**src/rtl/voice_sequencer.sv**
```systemverilog
// Round-robin sequencer that starts each enabled voice in turn, sums their samples into one mix,
// and lets the active voice use the shared two-stage multiplier. Define VOICE_SEQUENCER_SATURATE_EN for a clamped mix.
module voice_sequencer #(
    parameter int NUM_VOICES = 4
) (
    input  logic                     clk,
    input  logic                     rst,
    input  logic                     sample_tick,
    input  logic [NUM_VOICES-1:0]    voice_en,
    output logic [NUM_VOICES-1:0]    voice_start,
    input  logic [NUM_VOICES-1:0]    voice_finish,
    input  logic [NUM_VOICES*32-1:0] voice_mult_a,
    input  logic [NUM_VOICES*32-1:0] voice_mult_b,
    output logic [63:0]              mult_p,
    input  logic [NUM_VOICES*24-1:0] voice_wave,
    output logic [23:0]              mix_out,
    output logic                     mix_valid,
    output logic                     busy,
    output logic                     overrun
);
    localparam int CW = $clog2(NUM_VOICES + 1);
    localparam logic [CW-1:0] LAST = CW'(NUM_VOICES);

    typedef enum logic [1:0] {IDLE, SELECT, START, WAIT} state_t;

    state_t                  state_q, state_d;
    logic [CW-1:0]           cur_q, cur_d;
    logic [NUM_VOICES-1:0]   en_q, en_d;
    logic signed [26:0]      acc_q, acc_d;
    logic [23:0]             mix_out_q, mix_out_d;
    logic                    mix_valid_q, mix_valid_d;
    logic                    overrun_q, overrun_d;
    logic [31:0]             op_a_q, op_a_d, op_b_q, op_b_d;
    logic [63:0]             prod_q, prod_d;

    logic [23:0]             sel_wave;
    logic                    sel_en, sel_fin;
    logic signed [26:0]      wave_ext;
    logic [23:0]             mix_sat;

    // Voice mux keyed on cur; cur==NUM_VOICES matches no lane, so everything reads as zero.
    always_comb begin
        op_a_d   = '0;
        op_b_d   = '0;
        sel_wave = '0;
        sel_en   = 1'b0;
        sel_fin  = 1'b0;
        for (int i = 0; i < NUM_VOICES; i++) begin
            if (cur_q == CW'(i)) begin
                op_a_d   = voice_mult_a[32*i +: 32];
                op_b_d   = voice_mult_b[32*i +: 32];
                sel_wave = voice_wave[24*i +: 24];
                sel_en   = en_q[i];
                sel_fin  = voice_finish[i];
            end
        end
    end

    assign wave_ext = {{3{sel_wave[23]}}, sel_wave};
    assign prod_d   = 64'(op_a_q) * 64'(op_b_q);

    always_comb begin
`ifdef VOICE_SEQUENCER_SATURATE_EN
        if (acc_q > 27'sd8388607)
            mix_sat = 24'h7FFFFF;
        else if (acc_q < -27'sd8388608)
            mix_sat = 24'h800000;
        else
            mix_sat = acc_q[23:0];
`else
        mix_sat = acc_q[23:0];
`endif
    end

    always_comb begin
        state_d     = state_q;
        cur_d       = cur_q;
        en_d        = en_q;
        acc_d       = acc_q;
        mix_out_d   = mix_out_q;
        mix_valid_d = 1'b0;
        overrun_d   = overrun_q | (sample_tick && state_q != IDLE);
        case (state_q)
            IDLE: begin
                if (sample_tick) begin
                    en_d    = voice_en;
                    acc_d   = '0;
                    cur_d   = '0;
                    state_d = SELECT;
                end
            end
            SELECT: begin
                if (cur_q == LAST) begin
                    mix_out_d   = mix_sat;
                    mix_valid_d = 1'b1;
                    cur_d       = '0;
                    state_d     = IDLE;
                end else if (sel_en) begin
                    state_d = START;
                end else begin
                    cur_d = cur_q + CW'(1);
                end
            end
            START: state_d = WAIT;
            WAIT: begin
                if (sel_fin) begin
                    acc_d   = acc_q + wave_ext;
                    cur_d   = cur_q + CW'(1);
                    state_d = SELECT;
                end
            end
            default: state_d = IDLE;
        endcase
    end

    always_comb begin
        voice_start = '0;
        for (int i = 0; i < NUM_VOICES; i++)
            voice_start[i] = (state_q == START) && (cur_q == CW'(i));
    end

    always_ff @(posedge clk or posedge rst) begin
        if (rst) begin
            state_q     <= IDLE;
            cur_q       <= '0;
            en_q        <= '0;
            acc_q       <= '0;
            mix_out_q   <= '0;
            mix_valid_q <= 1'b0;
            overrun_q   <= 1'b0;
            op_a_q      <= '0;
            op_b_q      <= '0;
            prod_q      <= '0;
        end else begin
            state_q     <= state_d;
            cur_q       <= cur_d;
            en_q        <= en_d;
            acc_q       <= acc_d;
            mix_out_q   <= mix_out_d;
            mix_valid_q <= mix_valid_d;
            overrun_q   <= overrun_d;
            op_a_q      <= op_a_d;
            op_b_q      <= op_b_d;
            prod_q      <= prod_d;
        end
    end

    assign mult_p    = prod_q;
    assign mix_out   = mix_out_q;
    assign mix_valid = mix_valid_q;
    assign busy      = (state_q != IDLE);
    assign overrun   = overrun_q;
endmodule

```
**config.mk**
```make
export PLATFORM = sky130hd
export DESIGN_NAME = voice_sequencer
export DESIGN_NICKNAME = d
export VERILOG_FILES = /design/src/rtl/voice_sequencer.sv
export SDC_FILE = /design/constraint.sdc
export NUM_CORES = 2
export LEC_CHECK = 0
export BUFFER_PORTS_ARGS = -buffer_cell sky130_fd_sc_hd__buf_4
export CAP_MARGIN = 20
export CORE_MARGIN = 3
export CORE_UTILIZATION = 40
export CTS_CLUSTER_DIAMETER = 200
export DETAILED_ROUTE_END_ITERATION = 8
export PLACE_DENSITY_LB_ADDON = 0.15
export SETUP_SLACK_MARGIN = 0.05
export SLEW_MARGIN = 20
export SYNTH_ARGS = -nofsm -noshare
export SYNTH_HDL_FRONTEND = slang
export SYNTH_SLANG_ARGS = --single-unit
```
**constraint.sdc**
```tcl
create_clock -name clk -period 6.4 [get_ports clk]
set_input_delay 0 -clock clk [delete_from_list [all_inputs] [get_ports clk]]
set_output_delay 0 -clock clk [all_outputs]
set_load 0.1 [all_outputs]
```
==> impl_metrics.yaml <==
sta:
  finalSetupViolations: 42
  final.setup_skew_ps: 21.0
  rsz0062_at_grt: "yes"
  worstMarginPinSlew_ps: 1080
  min_period_over_period_pct: 115
  holdWs_ps: 30.1
  fin_crit_ps: 7350
  max_freq_ghz: 0.136
  max_slew_margin_pct: 27.5
  slew_violations: 0
  hold_viol_final: 0
  final.setup.worst_slack_ps: -950
critical_path:
  cp_max_fo: 14
  cp_data_arrival_time_ps: 7730
  reg2reg_from: "op_a_q[17]$_DFF_PP0_"
  reg2regPathDepth: 24
  critPathLaunchType: "flop"
  crit_type: "flop to flop"
  reg2reg_to: "mult_p[60]$_DFF_PP0_"
  ff2ff_setup_slack_ps: -950
  cp.required_ps: 6780
  crit_path_start: "op_a_q[17]$_DFF_PP0_"
  endpoint_kind: "flop"
  crit_path_end: "mult_p[60]$_DFF_PP0_"
synth:
  synthArstFlopShare_pct: 100
  seq_area_frac_synth_pct: 11.1
  synth_enable_flop_cells: 0
  synth-seq-cells: 187
  syn_inst: 4542
  synth_area_um2: 42200
  avgSynthCellArea_um2: 9.29
  yosys_warnings: 0
  yosysUniqueCellTypes: 69
  syn_nets: 6098
  synthFlopType: "dfrtp_1"
placed_design:
  io_buffers: 457
  gp_congestion: 0.879
  dpl.cell_count: 6519
  detailedPlacementHpwl_um: 114000
floorplan:
  die_h_um: 331
  initial_utilization_pct: 40.5
  ioPinCount: 458
  dieWidth_um: 331
  fp-row-count: 118
  die_area_um2: 109000
  core_um2: 104000
clock_tree:
  clk_pin_slew_ps: 80
  htreeDepth: 4
  cts_num_sinks: 187
  clkLatencyLatePin_ps: 520
  cts_tree: "yes"
  cts_root_buf: "clkbuf_16"
  cts_buffers: 17
  max-clock-path-buffers: 2
global_routing:
  grt_pass1_vias: 36077
  grt_max_degree: 126
  grt_usage_pct: 24.7
  grt_overflow: 0
  antenna_found_initial: 8
  grt_pass1_wl_um: 206000
run_status:
  violations: "negative setup slack"
  status: "finished with violations"
worst_hold_path:
  min_path_type: "input pin to flop"
routing:
  vias_per_cell: 5.05
  drt_iter0_drc: 1745
  vias: 33837
  first_pass_iters: 5
  wirelength_um: 133000
  drc: 0
  antenna_left: 0
  wl_per_cell_um: 19.9
finish:
  area_delta_synth_final_pct: 26.6
  drive_gt1_share_pct: 22.4
  fin_nets: 6862
  finish.utilization_pct: 51.3
  stdcell_count: 6704
flow_run:
  max_cap_violations: 0
==> Yosys cell counts, drive strengths merged (2+ instances only) <==
| cell | instances | area share [%] |
|---|---|---|
| nor4 | 2 | 0.030 |
| a21oi | 105 | 1.3 |
| nor3b | 3 | 0.053 |
| a311o | 3 | 0.071 |
| a32o | 3 | 0.071 |
| a211oi | 8 | 0.20 |
| nor2 | 35 | 0.31 |
| nor3 | 8 | 0.095 |
| xor2 | 33 | 0.69 |
| a22oi | 2 | 0.036 |
| a22o | 4 | 0.083 |
| clkbuf | 273 | 2.4 |
| a31oi | 11 | 0.19 |
| o211ai | 2 | 0.036 |
| a221oi | 2 | 0.042 |
| or3 | 5 | 0.086 |
| a211o | 3 | 0.062 |
| o21bai | 11 | 0.20 |
| or4 | 3 | 0.053 |
| fa | 897 | 43 |
| a41o | 2 | 0.047 |
| and2 | 617 | 9.1 |
| a21o | 27 | 0.48 |
| buf | 7 | 0.071 |
| xnor2 | 47 | 0.98 |
| nand3 | 24 | 0.28 |
| nand4 | 14 | 0.21 |
| a31o | 4 | 0.10 |
| a311oi | 3 | 0.092 |
| nand2 | 587 | 5.2 |
| ha | 296 | 8.8 |
| and3 | 17 | 0.25 |
| mux2 | 26 | 0.69 |
| a41oi | 4 | 0.083 |
| o21ai | 248 | 3.0 |
| inv | 879 | 7.8 |
| o21a | 8 | 0.14 |
| nor2b | 12 | 0.18 |
| nand2b | 12 | 0.18 |
| dfrtp | 187 | 11 |
| a221o | 89 | 2.1 |
| o31ai | 5 | 0.10 |
| a21boi | 2 | 0.036 |
==> per-layer routing <==
layer | part of all wire [%] | GRT usage, % | up-vias | routed length, um
li1 | - | - | 15313 | -
met2 | 53 | 44.8 | 777 | 71200
met5 | 0.030 | 0 | - | 40
met4 | 3.3 | 7.45 | 6 | 4390
met1 | 40 | 30.7 | 17559 | 52700
met3 | 3.6 | 2.82 | 182 | 4810
==> worst max-delay path, cell delays in order (launching register included) <==
cell	delay, ps
dfrtp_1	400
buf_12	160
and2_1	160
fa_1	530
inv_1	50
fa_1	500
fa_1	460
fa_1	570
inv_1	50
fa_1	490
fa_1	440
fa_1	540
fa_1	460
ha_4	270
buf_6	130
and2_4	160
a221o_1	360
a31oi_4	200
o41ai_4	140
a31o_4	280
a211oi_4	240
buf_6	150
o41a_1	220
o21ai_2	70
xor2_1	160
==> worst min path at each step <==
| stage | from | cells after the start | slack (ps) | endpoint |
|---|---|---|---|---|
| after floorplan | voice_mult_a[126] | 2 | 120 | op_a_q[30]$_DFF_PP0_ |
| after global placement | rst | 2 | 80 | mult_p[60]$_DFF_PP0_ |
| after detailed placement | rst | 2 | 70 | mult_p[60]$_DFF_PP0_ |
| after CTS | voice_mult_a[90] | 3 | 3 | op_a_q[26]$_DFF_PP0_ |
| after global routing | voice_mult_b[69] | 3 | 10 | op_b_q[5]$_DFF_PP0_ |
| final | voice_mult_b[72] | 3 | 30 | op_b_q[8]$_DFF_PP0_ |
==> flip-flops by register name, indices dropped and copies added, names as in the netlist <==
name       flops
op_b_q        32
state_q        2
overrun        1
en_q           4
mult_p        64
op_a_q        32
mix_out       24
acc_q         24
mix_valid      1
cur_q          3
==> per-stage QoR <==
step	instance area, um2	TNS [ps]	setup slack (ps)
finish	53400	-26300	-950
global route	53400	-35660	-1160
CTS	52800	-26390	-983
detailed placement	50200	-37120	-1330
global placement	50200	-34800	-1260
floorplan	42400	-8530	-582
==> cell usage in the layout, fill, tap and decap left out, drive strengths merged, types with 4 or more instances in the layout <==
| cell | instances |
|---|---|
| a31oi | 11 |
| a41oi | 4 |
| fa | 897 |
| a21oi | 105 |
| a221o | 89 |
| xnor2 | 47 |
| nand2b | 12 |
| ha | 296 |
| a211oi | 8 |
| a22o | 4 |
| nand4 | 14 |
| diode | 5 |
| nor3 | 8 |
| dfrtp | 187 |
| nor2 | 35 |
| buf | 916 |
| inv | 884 |
| o21ai | 248 |
| a31o | 4 |
| o21a | 8 |
| clkinv | 9 |
| nand2 | 587 |
| o21bai | 11 |
| o31ai | 5 |
| nand3 | 24 |
| or3 | 5 |
| and2 | 617 |
| nor2b | 12 |
| mux2 | 26 |
| a21o | 27 |
| clkbuf | 22 |
| dlygate4sd3 | 105 |
| and3 | 17 |
| xor2 | 33 |
==> cell families (layout without fill, tap and decap cells) <==
kind of cell	Yosys count	in the layout	share of synthesized area [%]
AO/OA/AOI/OAI	557	557	8.77
XOR/XNOR	80	80	1.66
adder cells (fa/ha/maj)	1193	1193	51.3
buffers and inverters	1159	1936	10.3
flip-flops	187	187	11.1
multiplexers	26	26	0.694
other	0	5	0
AND/OR/NAND/NOR	1340	1340	16.1
==> final cells by class <==
type | instances | area, um2
inverter | 879 | 3310
fill | 9774 | 50700
timing repair buffer | 1025 | 8820
multi-input combinational | 3196 | 34300
antenna | 5 | 12.5
tap | 1380 | 1730
clock inverter | 14 | 173
sequential | 187 | 4700
clock buffer | 18 | 429
==> timing repair <==
action	4_1_cts	5_1_grt
endpoints found under the hold margin	129	0
pin swaps	66	28
hold buffers	105	0
resized for setup	169	96
endpoints found under the setup margin	47	49
buffers inserted	22	21
Power is left out: the tool's default activity adds up to more than one toggle a clock period on the data nets, which glitch-free logic cannot reach.
